<file path="src/rtl/cordic_phase_front.sv">
// Phase accumulator front end for the pipelined CORDIC core: folds each NCO sample
// into +/-pi/2, scales it to Q2.6 radians, and delays the cosine-negate flag to the core output.
module cordic_phase_front #(
  parameter int unsigned PHASE_W = 16,
  parameter int unsigned LATENCY = 8
) (
  input  logic               clk,
  input  logic               rst,
  input  logic               en,
  input  logic [PHASE_W-1:0] fcw,
  input  logic               load_phase,
  input  logic [PHASE_W-1:0] phase_init,
  output logic [7:0]         angle,
  output logic               angle_valid,
  output logic               flip,
  output logic               flip_valid
);

  localparam int unsigned FOLD_W = PHASE_W + 1;
  localparam int unsigned PROD_W = PHASE_W + 9;
  localparam int unsigned SHIFT  = PHASE_W - 1;

  localparam logic signed [FOLD_W-1:0] QTR    = FOLD_W'(1) << (PHASE_W - 2);
  localparam logic signed [FOLD_W-1:0] HALF   = FOLD_W'(1) << (PHASE_W - 1);
  localparam logic signed [PROD_W-1:0] K_SCALE = PROD_W'(201);
  localparam logic signed [PROD_W-1:0] ROUND  = PROD_W'(1) << (PHASE_W - 2);
  localparam logic signed [PROD_W-1:0] SAT    = PROD_W'(100);

  logic [PHASE_W-1:0]       acc;
  logic                     s1_valid;
  logic signed [FOLD_W-1:0] s1_fold;
  logic                     s1_flip;
  logic                     s2_flip;
  logic [LATENCY-1:0]       dl_valid;
  logic [LATENCY-1:0]       dl_flip;

  logic signed [FOLD_W-1:0] phase_c;
  logic signed [FOLD_W-1:0] fold_c;
  logic                     fold_flip_c;
  logic signed [PROD_W-1:0] prod_c;
  logic signed [PROD_W-1:0] scaled_c;
  logic signed [7:0]        sat_c;

  // Fold the signed phase into [-pi/2, pi/2]; the far half-circle marks the cosine for negation.
  always_comb begin
    phase_c     = {acc[PHASE_W-1], acc};
    fold_c      = phase_c;
    fold_flip_c = 1'b0;
    if (phase_c > QTR) begin
      fold_c      = HALF - phase_c;
      fold_flip_c = 1'b1;
    end else if (phase_c < -QTR) begin
      fold_c      = -HALF - phase_c;
      fold_flip_c = 1'b1;
    end
  end

  // Scale by 201/2^(PHASE_W-1) (~ 64*pi / full-scale) with round-half-up, then clip to +/-100.
  always_comb begin
    prod_c   = PROD_W'(s1_fold) * K_SCALE + ROUND;
    scaled_c = prod_c >>> SHIFT;
    sat_c    = 8'(scaled_c);
    if (scaled_c > SAT) begin
      sat_c = 8'sd100;
    end else if (scaled_c < -SAT) begin
      sat_c = -8'sd100;
    end
  end

  always_ff @(posedge clk) begin
    if (rst) begin
      acc         <= '0;
      s1_valid    <= 1'b0;
      s1_fold     <= '0;
      s1_flip     <= 1'b0;
      angle       <= '0;
      angle_valid <= 1'b0;
      s2_flip     <= 1'b0;
      dl_valid    <= '0;
      dl_flip     <= '0;
    end else begin
      if (load_phase) begin
        acc <= phase_init;
      end else if (en) begin
        acc <= acc + fcw;
      end

      s1_valid <= en;
      if (en) begin
        s1_fold <= fold_c;
        s1_flip <= fold_flip_c;
      end

      angle_valid <= s1_valid;
      s2_flip     <= s1_valid & s1_flip;
      if (s1_valid) begin
        angle <= sat_c;
      end

      // Free-running delay line; invalid slots always carry flip=0.
      dl_valid[0] <= angle_valid;
      dl_flip[0]  <= s2_flip;
      for (int i = 1; i < int'(LATENCY); i++) begin
        dl_valid[i] <= dl_valid[i-1];
        dl_flip[i]  <= dl_flip[i-1];
      end
    end
  end

  assign flip_valid = dl_valid[LATENCY-1];
  assign flip       = dl_flip[LATENCY-1];

endmodule

</file>
<file path="config.mk">
export PLATFORM = sky130hd
export DESIGN_NAME = cordic_phase_front
export DESIGN_NICKNAME = d
export VERILOG_FILES = /design/src/rtl/cordic_phase_front.sv
export SDC_FILE = /design/constraint.sdc
export NUM_CORES = 1
export LEC_CHECK = 0
export CORE_MARGIN = 2
export CORE_UTILIZATION = 50
export DETAILED_ROUTE_END_ITERATION = 12
export PLACE_DENSITY = 0.7
export SLEW_MARGIN = 20
export SYNTH_ARGS = -nofsm -noshare
export SYNTH_HDL_FRONTEND = slang
export SYNTH_SLANG_ARGS = --single-unit
</file>
<file path="constraint.sdc">
create_clock -name clk -period 13.9 [get_ports clk]
set_input_delay 2.085 -clock clk [delete_from_list [all_inputs] [get_ports clk]]
set_output_delay 2.085 -clock clk [all_outputs]
set_load 0.03 [all_outputs]
</file>
==> results of run 1 <==
==> final cells by class <==
class,count,area share
multi-input combinational,465,0.6285
inverter,75,0.04455
sequential,61,0.1933
clock buffer,12,0.02614
clock inverter,3,0.006931
timing repair buffer,48,0.07287
tap,140,0.02772
==> per-stage QoR <==
step / power (mW) / setup slack, ns / instances / utilization / instance area [µm²]
finish: 0.7461 / 8.895 / 804 / 0.5829 / 6319
global route: 0.8122 / 8.592 / 804 / 0.5829 / 6319
CTS: 0.7546 / 8.893 / 804 / 0.5833 / 6324
detailed placement: 0.5804 / 8.856 / 789 / 0.5641 / 6115
global placement: 0.5698 / 8.977 / 789 / 0.5641 / 6115
floorplan: 0.4952 / 9.227 / 619 / - / 5542
==> cells by family (layout without fill, tap and decap cells) <==
kind of cell	count (synthesis)	count (layout)
XOR/XNOR	45	45
multiplexers	12	12
adder cells (fa/ha/maj)	122	122
AO/OA/AOI/OAI	129	129
flip-flops	61	61
AND/OR/NAND/NOR	157	157
buffers and inverters	93	138
==> layer usage <==
| metal | wire [µm] | up-vias |
|---|---|---|
| met1 | 5008 | 1980 |
| li1 | - | 2232 |
| met2 | 5469 | 74 |
| met5 | 0 | - |
| met4 | 125 | 0 |
| met3 | 432 | 10 |
==> how the worst min path moves through the flow <==
stage,to,depth (start not counted),startpoint
2_1_floorplan,dl_flip[0]$_SDFF_PP0_,1,s2_flip$_SDFF_PP0_
3_3_place_gp,dl_valid[2]$_SDFF_PP0_,1,dl_valid[1]$_SDFF_PP0_
3_5_place_dp,dl_flip[2]$_SDFF_PP0_,1,dl_flip[1]$_SDFF_PP0_
4_1_cts,dl_flip[2]$_SDFF_PP0_,1,dl_flip[1]$_SDFF_PP0_
5_1_grt,dl_valid[7]$_SDFF_PP0_,1,dl_valid[6]$_SDFF_PP0_
6_report,dl_flip[2]$_SDFF_PP0_,1,dl_flip[1]$_SDFF_PP0_
==> placed cells by master (no fill, tap or decap), drive strengths merged, types with 8 or more instances in the layout <==
cell and n:
ha 95, inv 74, dfxtp 61, nor2 53, clkdlybuf4s50 43, a21oi 36
nand2 30, xnor2 28, fa 27, nor2b 20, a211oi 18, xor2 17
o21ai 16, clkbuf 12, mux2i 11, and3 8, a221oi 8
==> power by group <==
group	internal (mW)	switching, mW	leakage, nW
Combinational	0.170	0.205	2.44
Clock	0.0965	0.0689	0.108
Sequential	0.188	0.0175	0.501
==> worst reg2reg max path, cell delays in order, from the launching register on <==
cell and delay (ns):
dfxtp_1 0.46, inv_1 0.08, ha_1 0.29, inv_1 0.08, fa_1 0.44, fa_1 0.41
ha_1 0.31, fa_1 0.46, ha_1 0.39, nand4_1 0.25, a211oi_1 0.36, o21ai_0 0.16
a31oi_1 0.31, nor2_1 0.07, a211o_1 0.27, o2bb2ai_2 0.18, a311o_1 0.38
==> state kept, by name, indices dropped and copies added, names as in the netlist <==
signal       count
dl_valid         8
s2_flip          1
s1_flip          1
angle            8
s1_valid         1
s1_fold         17
angle_valid      1
dl_flip          8
acc             16
==> flow_summary_export.csv, run 1 <==
group,metric,value,unit
run_status,status,"complete, no violations",
final_layout,seqCellArea,1221,µm²
route,drt_first_iter_violations,141,
synth,ys_top_cells_by_area,"dfxtp_1 22%, ha_1 21%, fa_1 9.8%",
die,die_width,109.3,µm
die,io_pins,47,
grt,grt_util_met2,0.3478,
placement,post-dp-hpwl,8.619,mm
route,vias_per_cell,5.343,
synth,number_of_synthesized_register_bits,61,
power,power.static_leakage,3.051,nW
critical_path,crit_path_end_kind,"register",
route,drc,0,
cts,post_cts.repair.setup_buffers,0,
die,starting_density_of_the_core,0.5112,
cts,cts.path.max_buffers,2,
synth,synth_area_leader_cell,"dfxtp_1",
critical_path,worst-path-max-fanout,7,
cts,cts-htree-levels,3,
critical_path,critPathLaunchType,"register",
placement,quantity_of_i_o_buffers_inserted_on_ports,46,
synth,synth.top_cell.area_share,0.2204,
timing,clock_skew,0.01006,ns
synth,syn-cell-area,5542,µm²
timing,fin_hold_ws,0.4341,ns
die,fp.coreArea,10840,µm²
critical_path,cp_cell_sequence,"inv_1 -> ha_1 -> inv_1 -> fa_1 -> fa_1 -> ha_1 -> fa_1 -> ha_1 -> nand4_1 -> a211oi_1 -> o21ai_0 -> a31oi_1 -> nor2_1 -> a211o_1 -> o2bb2ai_2 -> a311o_1",
critical_path,worst-r2r-cell-count,16,
route,detailroute.via_count,4296,
grt,globalRoute.busiestLayer,"met2",
route,average_detailed_routed_wire_length_per_instance,13.73,µm
placement,gpl.final_weighted_congestion,0.8753,
critical_path,cp_num_buf_inv,2,
synth,synth_top_family_by_area,"adder cells",
cts,worst_skew_pair.late_latency,0.34,ns
final_layout,areaGrowthSynthToFinish,14.02,%
synth,synth_top_flop_cell,"dfxtp_1",
final_layout,num-fill-cells,961,
die,std_cell_rows,38,
cts,number_of_buffers_created_by_cts,9,
grt,number_of_antenna_violations_at_the_first_check_in_global_routing,0,
critical_path,timing.critical_path.slowest_stage_cell,"dfxtp_1",
grt,grt.overflow.total,0,
synth,synth_cells,619,
timing,fin_crit_sh,0.3601,
timing,post-route-min-period,5.005,ns
power,irDropWorstVdd,0.06504,mV
synth,synth_warn,0,
synth,synth_most_common_cell,"ha_1",
critical_path,timing.setup.critical_path_class,"register to register",
cts,tritoncts,"built",
grt,grt_start_max_net_pins,58,
critical_path,worst_r2r_endpoint,"angle[3]$_SDFFE_PP0P_",
synth,async_flop_share,0,
critical_path,critical_path_depth,16,
critical_path,critical_path_required,14.13,ns
timing,final-hold-violation-count,0,
synth,syn_area_per_cell,8.952,µm²
synth,seq_area_frac_synth,0.2204,
synth,post_synth_most_frequent_cells,"95 x ha_1, 73 x inv_1, 61 x dfxtp_1",
synth,synth_xor_area_frac,0.07248,
grt,track_usage,0.1975,
final_layout,post_route_cells_drive_above_1_share,0.06325,
die,fp.dieArea,11940,µm²
timing,setup_violations,0,
grt,first_global_vias,4276,
grt,grt_use_met1,0.2436,
timing,tightest_slew,0.6404,ns
min_path,worstHoldPathType,"register to register",
final_layout,multi_input_area,3971,µm²
cts,cts-hold-fix-buffers,0,
final_layout,final_net_count,818,
synth,adder_and_majority_gate_portion_of_the_synthesized_area,0.3120,
route,dr.pass1.iters,4,
cts,cts.root.buffer_cell,"clkbuf_8",
critical_path,critPathLaunch,"s1_fold[6]$_SDFFE_PP0P_",
timing,relSlewSlack,0.5725,
route,drt.antenna.violating_nets,0,
synth,yosys.area_share.simple,0.1416,
synth,synthesized_nets,777,
run,max_cap_violations,0,
critical_path,cpLargestDelayFamily,"adder cells",
die,die_y,109.3,µm
synth,post_synth_edffs,0,
route,totalWireLength,11.04,mm
timing,totalNegativeSetupSlack,0,ns
cts,clkSinkCount,61,
final_layout,diodes,0,
timing,achievable-frequency,199.8,MHz
synth,synthDistinctLibCells,65,
critical_path,critPathArrivalTime,5.23,ns
power,power_density,118.1,nW/µm²
timing,timing.final.max_slew_violations,0,
cts,cts_clock_pin_slew_for_the_worst_setup_and_hold_paths,0.07,ns
critical_path,worstSetupEndpoint,"angle[3]$_SDFFE_PP0P_",
critical_path,r2r-start,"s1_fold[6]$_SDFFE_PP0P_",
grt,wire_length_of_the_first_global_routing_pass,18.81,mm
cts,cts-resized-gates,0,
synth,post_synth_mux_area_share,0.02190,
critical_path,max_stage_delay,0.46,ns
grt,globalRouteMet3Util,0.03467,
critical_path,r2r_slack,8.90,ns
timing,grt_setup_unrepaired,"no",
synth,synth-compound-area-share,0.1687,
No activity file was read; power rests on OpenSTA's default activity.
==> run 2: changes to the inputs <==
Clock period 13.9 ns to 4.81 ns, I/O delays scaled along.
==> run 2 against run 1 <==
Compared with the run above: utilization increased by 5.4 points; count of clock-buffer cells in the layout decreased by 3; critical path depth is 1 higher; hold slack improved by 0.010 ns; maximum frequency increased by 6.2%; final area rose by 9.3%; non-clock buffer count up 19; combinational power rose to 3.9 times the previous value; sequential share of layout area shrank 1.4 points; via count rose by 5.1%; die area did not move; wire length is 13% higher.
==> flow_summary_export.csv, run 2 (synthesis gave the netlist of run 1 again) <==
group,metric,value,unit
run_status,status,"complete, no violations",
cts,tritoncts,"built",
die,std_cell_rows,38,
final_layout,biggestRegsByFlops,"s1_fold: 17 flops, acc: 16 flops",
min_path,hold-path-cell-count,1,
die,fp.dieArea,11940,µm²
grt,track_usage,0.2071,
cts,number_of_buffers_created_by_cts,9,
cts,cts-htree-levels,3,
critical_path,crit_path_end_kind,"register",
placement,dpl_cell_area,6190,µm²
critical_path,critPathLaunchType,"register",
timing,setup_violations,0,
final_layout,fin_area,6905,µm²
route,drt.antenna.violating_nets,0,
die,starting_density_of_the_core,0.5112,
cts,cts.root.buffer_cell,"clkbuf_8",
run,max_cap_violations,0,
die,die_width,109.3,µm
final_layout,seqCellArea,1240,µm²
final_layout,diodes,0,
final_layout,most-common-layout-cells,"74 x ha_1, 71 x inv_1, 54 x dfxtp_1",
timing,post-route-min-period,4.713,ns
cts,cts_clock_pin_slew_for_the_worst_setup_and_hold_paths,0.08,ns
critical_path,critical_path_required,5.05,ns
grt,grt.overflow.total,0,
timing,fin_crit_sh,0.9799,
power,sw_frac_of_total,0.4084,
final_layout,final_net_count,837,
placement,post-dp-hpwl,8.861,mm
route,vias_per_cell,5.477,
final_layout,post_route_cells_drive_above_1_share,0.1608,
route,drt_first_iter_violations,195,
grt,first_global_vias,4438,
cts,clkSinkCount,61,
route,detailroute.via_count,4513,
grt,number_of_antenna_violations_at_the_first_check_in_global_routing,0,
placement,quantity_of_i_o_buffers_inserted_on_ports,46,
power,power.clock.fraction,0.187,
final_layout,areaGrowthSynthToFinish,24.61,%
timing,relSlewSlack,0.5845,
power,power.combinational.fraction,0.580,
die,fp.coreArea,10840,µm²
route,dr.pass1.iters,5,
critical_path,timing.setup.critical_path_class,"register to register",
timing,achievable-frequency,212.2,MHz
grt,wire_length_of_the_first_global_routing_pass,19.71,mm
die,die_y,109.3,µm
power,seq_power_share,0.232,
timing,clock_skew,0.01102,ns
timing,final-hold-violation-count,0,
route,average_detailed_routed_wire_length_per_instance,15.13,µm
route,drc,0,
final_layout,layout_commonest_cell,"ha_1",
final_layout,num-fill-cells,852,
power,irDropWorstVdd,0.2336,mV
power,power.static_leakage,3.139,nW
timing,tightest_slew,0.6233,ns
critical_path,worst-r2r-cell-count,17,
power,net-switching-power,1.038,mW
critical_path,critPathArrivalTime,4.96,ns
final_layout,largest_reg_flops,17,
grt,grt_start_max_net_pins,58,
min_path,worstHoldPathType,"register to register",
final_layout,finalNonFillerCells,824,
final_layout,multi_input_area,4404,µm²
placement,gpl.final_weighted_congestion,0.8208,
route,totalWireLength,12.46,mm
placement,post-place-cells,799,
cts,cts.path.max_buffers,2,
power,power_report.internal_total,1.503,mW
cts,worst_skew_pair.late_latency,0.35,ns
final_layout,largest_register,"s1_fold",
die,io_pins,47,
critical_path,worst-path-max-fanout,7,
timing,grt_setup_unrepaired,"yes",
cts,cts-hold-fix-buffers,0,
power,power_density,367.9,nW/µm²
timing,timing.final.max_slew_violations,0,
## run 2: cell types whose count changed in the layout (fill, tap and decap cells not counted), moves of 3 or more
| cell | delta |
|---|---|
| nor2_1 | -3 |
| a21oi_4 | +3 |
| dfxtp_2 | +3 |
| dfxtp_4 | +4 |
| clkbuf_8 | -3 |
| nor2_4 | +3 |
| dfxtp_1 | -7 |
| clkinvlp_4 | +3 |
| ha_4 | +20 |
| buf_4 | +19 |
| ha_1 | -21 |
## run 2: what timing repair did
action,in CTS,in global routing
endpoints found under the setup margin,5,7
buffers inserted,2,7
endpoints found under the hold margin,0,0
gates resized for setup,11,58
pin swaps,3,35
## run 2: worst paths after layout
check	slack [ns]	endpoint	start
min reg2reg	0.44	dl_valid[1]$_SDFF_PP0_	dl_valid[0]$_SDFF_PP0_
max	0.1	angle[4]$_SDFFE_PP0P_	s1_fold[5]$_SDFFE_PP0P_
min	0.44	dl_valid[1]$_SDFF_PP0_	dl_valid[0]$_SDFF_PP0_
max reg2reg	0.1	angle[4]$_SDFFE_PP0P_	s1_fold[5]$_SDFFE_PP0P_
## run 2: area by class of cell
type | instances | share of cell area
inverter | 75 | 0.04113
tap | 140 | 0.02537
clock buffer | 9 | 0.01794
multi-input combinational | 465 | 0.6378
sequential | 61 | 0.1796
timing repair buffer | 67 | 0.08733
clock inverter | 7 | 0.01087
## run 2: power by group through the flow
stage	sequential [mW]	combinational [mW]	clock, mW
3_3_place_gp	0.597	1.08	0
5_1_grt	0.597	1.63	0.509
3_5_place_dp	0.600	1.10	0
6_report	0.590	1.47	0.476
2_1_floorplan	0.617	0.814	0
4_1_cts	0.589	1.20	0.485
## run 2: stage by stage
stage / utilization / hold slack (ns) / setup WS [ns] / total power [mW] / TNS [ns]
final: 0.6370 / 0.4442 / 0.09668 / 2.541 / 0
after global routing: 0.6370 / 0.4518 / -0.1219 / 2.738 / -0.5548
after CTS: 0.5980 / 0.4425 / 0.003252 / 2.272 / 0
after detailed placement: 0.5710 / 0.4231 / -0.05014 / 1.703 / -0.1149
after global placement: 0.5710 / 0.4182 / 0.05632 / 1.673 / 0
after floorplan: - / 0.4138 / 0.1368 / 1.431 / 0
## run 2: metal layers
| layer | GRT usage | routed length (µm) |
|---|---|---|
| met5 | 0 | 0 |
| met4 | 0.06781 | 254 |
| met3 | 0.03168 | 390 |
| met2 | 0.3749 | 6219 |
| met1 | 0.2499 | 5600 |
## run 2: critical path: stages, from the launching register on
cell	delay, ns
dfxtp_2	0.36
ha_1	0.32
fa_1	0.52
inv_1	0.06
fa_1	0.39
inv_1	0.11
ha_4	0.14
fa_1	0.45
ha_4	0.27
a21oi_4	0.17
a21boi_2	0.09
o21ba_4	0.25
a2111oi_4	0.43
o31ai_2	0.14
a21oi_2	0.25
xnor2_4	0.19
o2bb2ai_4	0.13
a311o_1	0.33
==> run 3: changes to the inputs <==
Settings changed: CORE_MARGIN 2 to 1.5, SLEW_MARGIN 20 to 0.
==> run 3 against run 2 <==
Compared with the run above: clock power rose by 10%; global-route usage is 0.49 points lower; clock skew increased by 0.0022 ns; maximum frequency barely moved; die area is 1.8% lower; combinational power is 6% lower; sequential cell count did not move; first-iteration DRC count fell by 39%; critical path type unchanged; critical endpoint is now angle[0]$_SDFFE_PP0P_.
==> flow_summary_export.csv, run 3 (synthesis gave the netlist of run 1 again) <==
group,metric,value,unit
critical_path,worst_r2r_endpoint,"angle[0]$_SDFFE_PP0P_",
placement,gpl.final_weighted_congestion,0.8215,
placement,quantity_of_i_o_buffers_inserted_on_ports,46,
critical_path,timing.setup.critical_path_class,"register to register",
grt,track_usage,0.2022,
grt,globalRoute.busiestLayer,"met2",
cts,worst_skew_pair.late_latency,0.35,ns
timing,relSlewSlack,0.2656,
route,detailroute.via_count,4396,
die,fp.coreArea,10840,µm²
grt,grt_util_met2,0.3467,
placement,dpl_cell_area,6190,µm²
power,power.static_leakage,3.130,nW
critical_path,critPathArrivalTime,4.96,ns
critical_path,crit_path_end_kind,"register",
timing,clock_skew,0.01323,ns
die,std_cell_rows,38,
route,totalWireLength,11.74,mm
min_path,worstHoldPathType,"register to register",
route,dr.pass1.iters,5,
cts,cts-hold-fix-buffers,0,
critical_path,r2r-start,"s1_fold[6]$_SDFFE_PP0P_",
critical_path,critPathLaunch,"s1_fold[6]$_SDFFE_PP0P_",
cts,cts.path.max_buffers,2,
route,drc,0,
grt,number_of_antenna_violations_at_the_first_check_in_global_routing,0,
final_layout,fin_area,6764,µm²
route,vias_per_cell,5.368,
die,die_y,108.3,µm
run_status,status,"complete, no violations",
power,post-layout-total-power,2.492,mW
route,average_detailed_routed_wire_length_per_instance,14.33,µm
critical_path,r2r_slack,0.09,ns
final_layout,post_route_cells_drive_above_1_share,0.1355,
grt,wire_length_of_the_first_global_routing_pass,19.02,mm
critical_path,worst-path-max-fanout,5,
cts,number_of_buffers_created_by_cts,9,
final_layout,most-common-layout-cells,"79 x ha_1, 73 x inv_1, 54 x dfxtp_1",
critical_path,critical_path_required,5.05,ns
grt,grt_start_max_net_pins,58,
final_layout,seqCellArea,1235,µm²
final_layout,multi_input_area,4278,µm²
timing,fin_crit_sh,0.9804,
timing,timing.final.max_slew_violations,0,
die,io_pins,47,
final_layout,final_net_count,832,
timing,final-hold-violation-count,0,
timing,setup_violations,0,
final_layout,areaGrowthSynthToFinish,22.06,%
power,power_density,368.5,nW/µm²
min_path,hold_path_end,"dl_flip[5]$_SDFF_PP0_",
placement,post-dp-hpwl,8.664,mm
cts,cts_clock_pin_slew_for_the_worst_setup_and_hold_paths,0.08,ns
timing,achievable-frequency,212.0,MHz
cts,tritoncts,"built",
min_path,holdCritStartpoint,"dl_flip[4]$_SDFF_PP0_",
final_layout,biggestRegsByFlops,"s1_fold: 17 flops, acc: 16 flops",
power,irDropWorstVdd,0.2063,mV
final_layout,layout_commonest_cell,"ha_1",
critical_path,worst-r2r-cell-count,18,
critical_path,critPathLaunchType,"register",
final_layout,largest_register,"s1_fold",
die,die_width,108.3,µm
final_layout,diodes,0,
final_layout,largest_reg_flops,17,
route,drt_first_iter_violations,118,
cts,clkSinkCount,61,
min_path,hold-path-cell-count,1,
cts,cts-htree-levels,3,
die,starting_density_of_the_core,0.5112,
grt,globalRouteMet3Util,0.04039,
grt,grt_use_met1,0.2535,
grt,grt.overflow.total,0,
final_layout,utilization,0.6240,
route,drt.antenna.violating_nets,0,
timing,post-route-min-period,4.716,ns
timing,tightest_slew,1.098,ns
final_layout,num-fill-cells,928,
die,fp.dieArea,11720,µm²
cts,cts.root.buffer_cell,"clkbuf_8",
grt,first_global_vias,4288,
run,max_cap_violations,0,
-- run 3: cell types whose count changed in the layout (fill, tap and decap cells not counted), moves of 2 or more --
cell / delta
inv_1: +2
dfxtp_2: +2
buf_4: -5
ha_4: -5
clkinvlp_4: -2
ha_1: +5
dfxtp_4: -2
-- run 3: stage by stage --
stage | worst slack (ns) | TNS, ns | hold slack, ns | std cells
final | 0.09404 | 0 | 0.4368 | 819
after global routing | -0.09444 | -0.4262 | 0.4520 | 819
after CTS | 0.02840 | 0 | 0.4423 | 815
after detailed placement | -0.01858 | -0.02552 | 0.4204 | 799
after global placement | 0.06273 | 0 | 0.4204 | 799
after floorplan | 0.1368 | 0 | 0.4138 | 619
-- run 3: critical path, stage by stage (launching register included) --
cell	delay [ns]
dfxtp_2	0.32
inv_1	0.04
ha_1	0.27
inv_1	0.05
fa_2	0.54
fa_1	0.44
ha_2	0.22
fa_1	0.55
ha_4	0.23
a21oi_4	0.16
a21boi_2	0.10
o21ba_4	0.22
a2111oi_4	0.43
nor2_2	0.10
xnor2_1	0.23
a21oi_2	0.09
buf_4	0.15
or2_1	0.24
a41o_1	0.24
-- run 3: metal layers --
metal  vias to the layer above  wire (µm)
met5                         -          0
met4                         0        199
met3                        12        425
met2                        79       5757
met1                      2040       5357
li1                       2265          -
-- run 3: timing repair --
action	4_1_cts	5_1_grt
setup endpoints to repair	6	7
hold endpoints to repair	0	0
resized for setup	3	45
pin swaps	0	16
setup buffers	0	4
-- run 3: worst max-delay path by stage --
| stage | end | slack (ns) | cells after the start |
|---|---|---|---|
| after floorplan | angle[3]$_SDFFE_PP0P_ | 0.14 | 17 |
| after global placement | angle[4]$_SDFFE_PP0P_ | 0.06 | 17 |
| after detailed placement | angle[4]$_SDFFE_PP0P_ | -0.02 | 17 |
| after CTS | angle[4]$_SDFFE_PP0P_ | 0.03 | 17 |
| after global routing | angle[6]$_SDFFE_PP0P_ | -0.09 | 18 |
| final | angle[0]$_SDFFE_PP0P_ | 0.09 | 18 |
-- run 3: power by group --
group	leakage (nW)	internal (mW)	switching, mW
clock	0.112	0.305	0.219
combinational	2.51	0.667	0.713
sequential	0.504	0.545	0.0436
-- run 3: area by class of cell --
cell class | count | share of cell area
Tap cell | 140 | 0.02590
Clock buffer | 10 | 0.02035
Inverter | 75 | 0.04162
Clock inverter | 6 | 0.01276
Multi-Input combinational cell | 465 | 0.6324
Sequential cell | 61 | 0.1826
Timing Repair Buffer | 62 | 0.08435
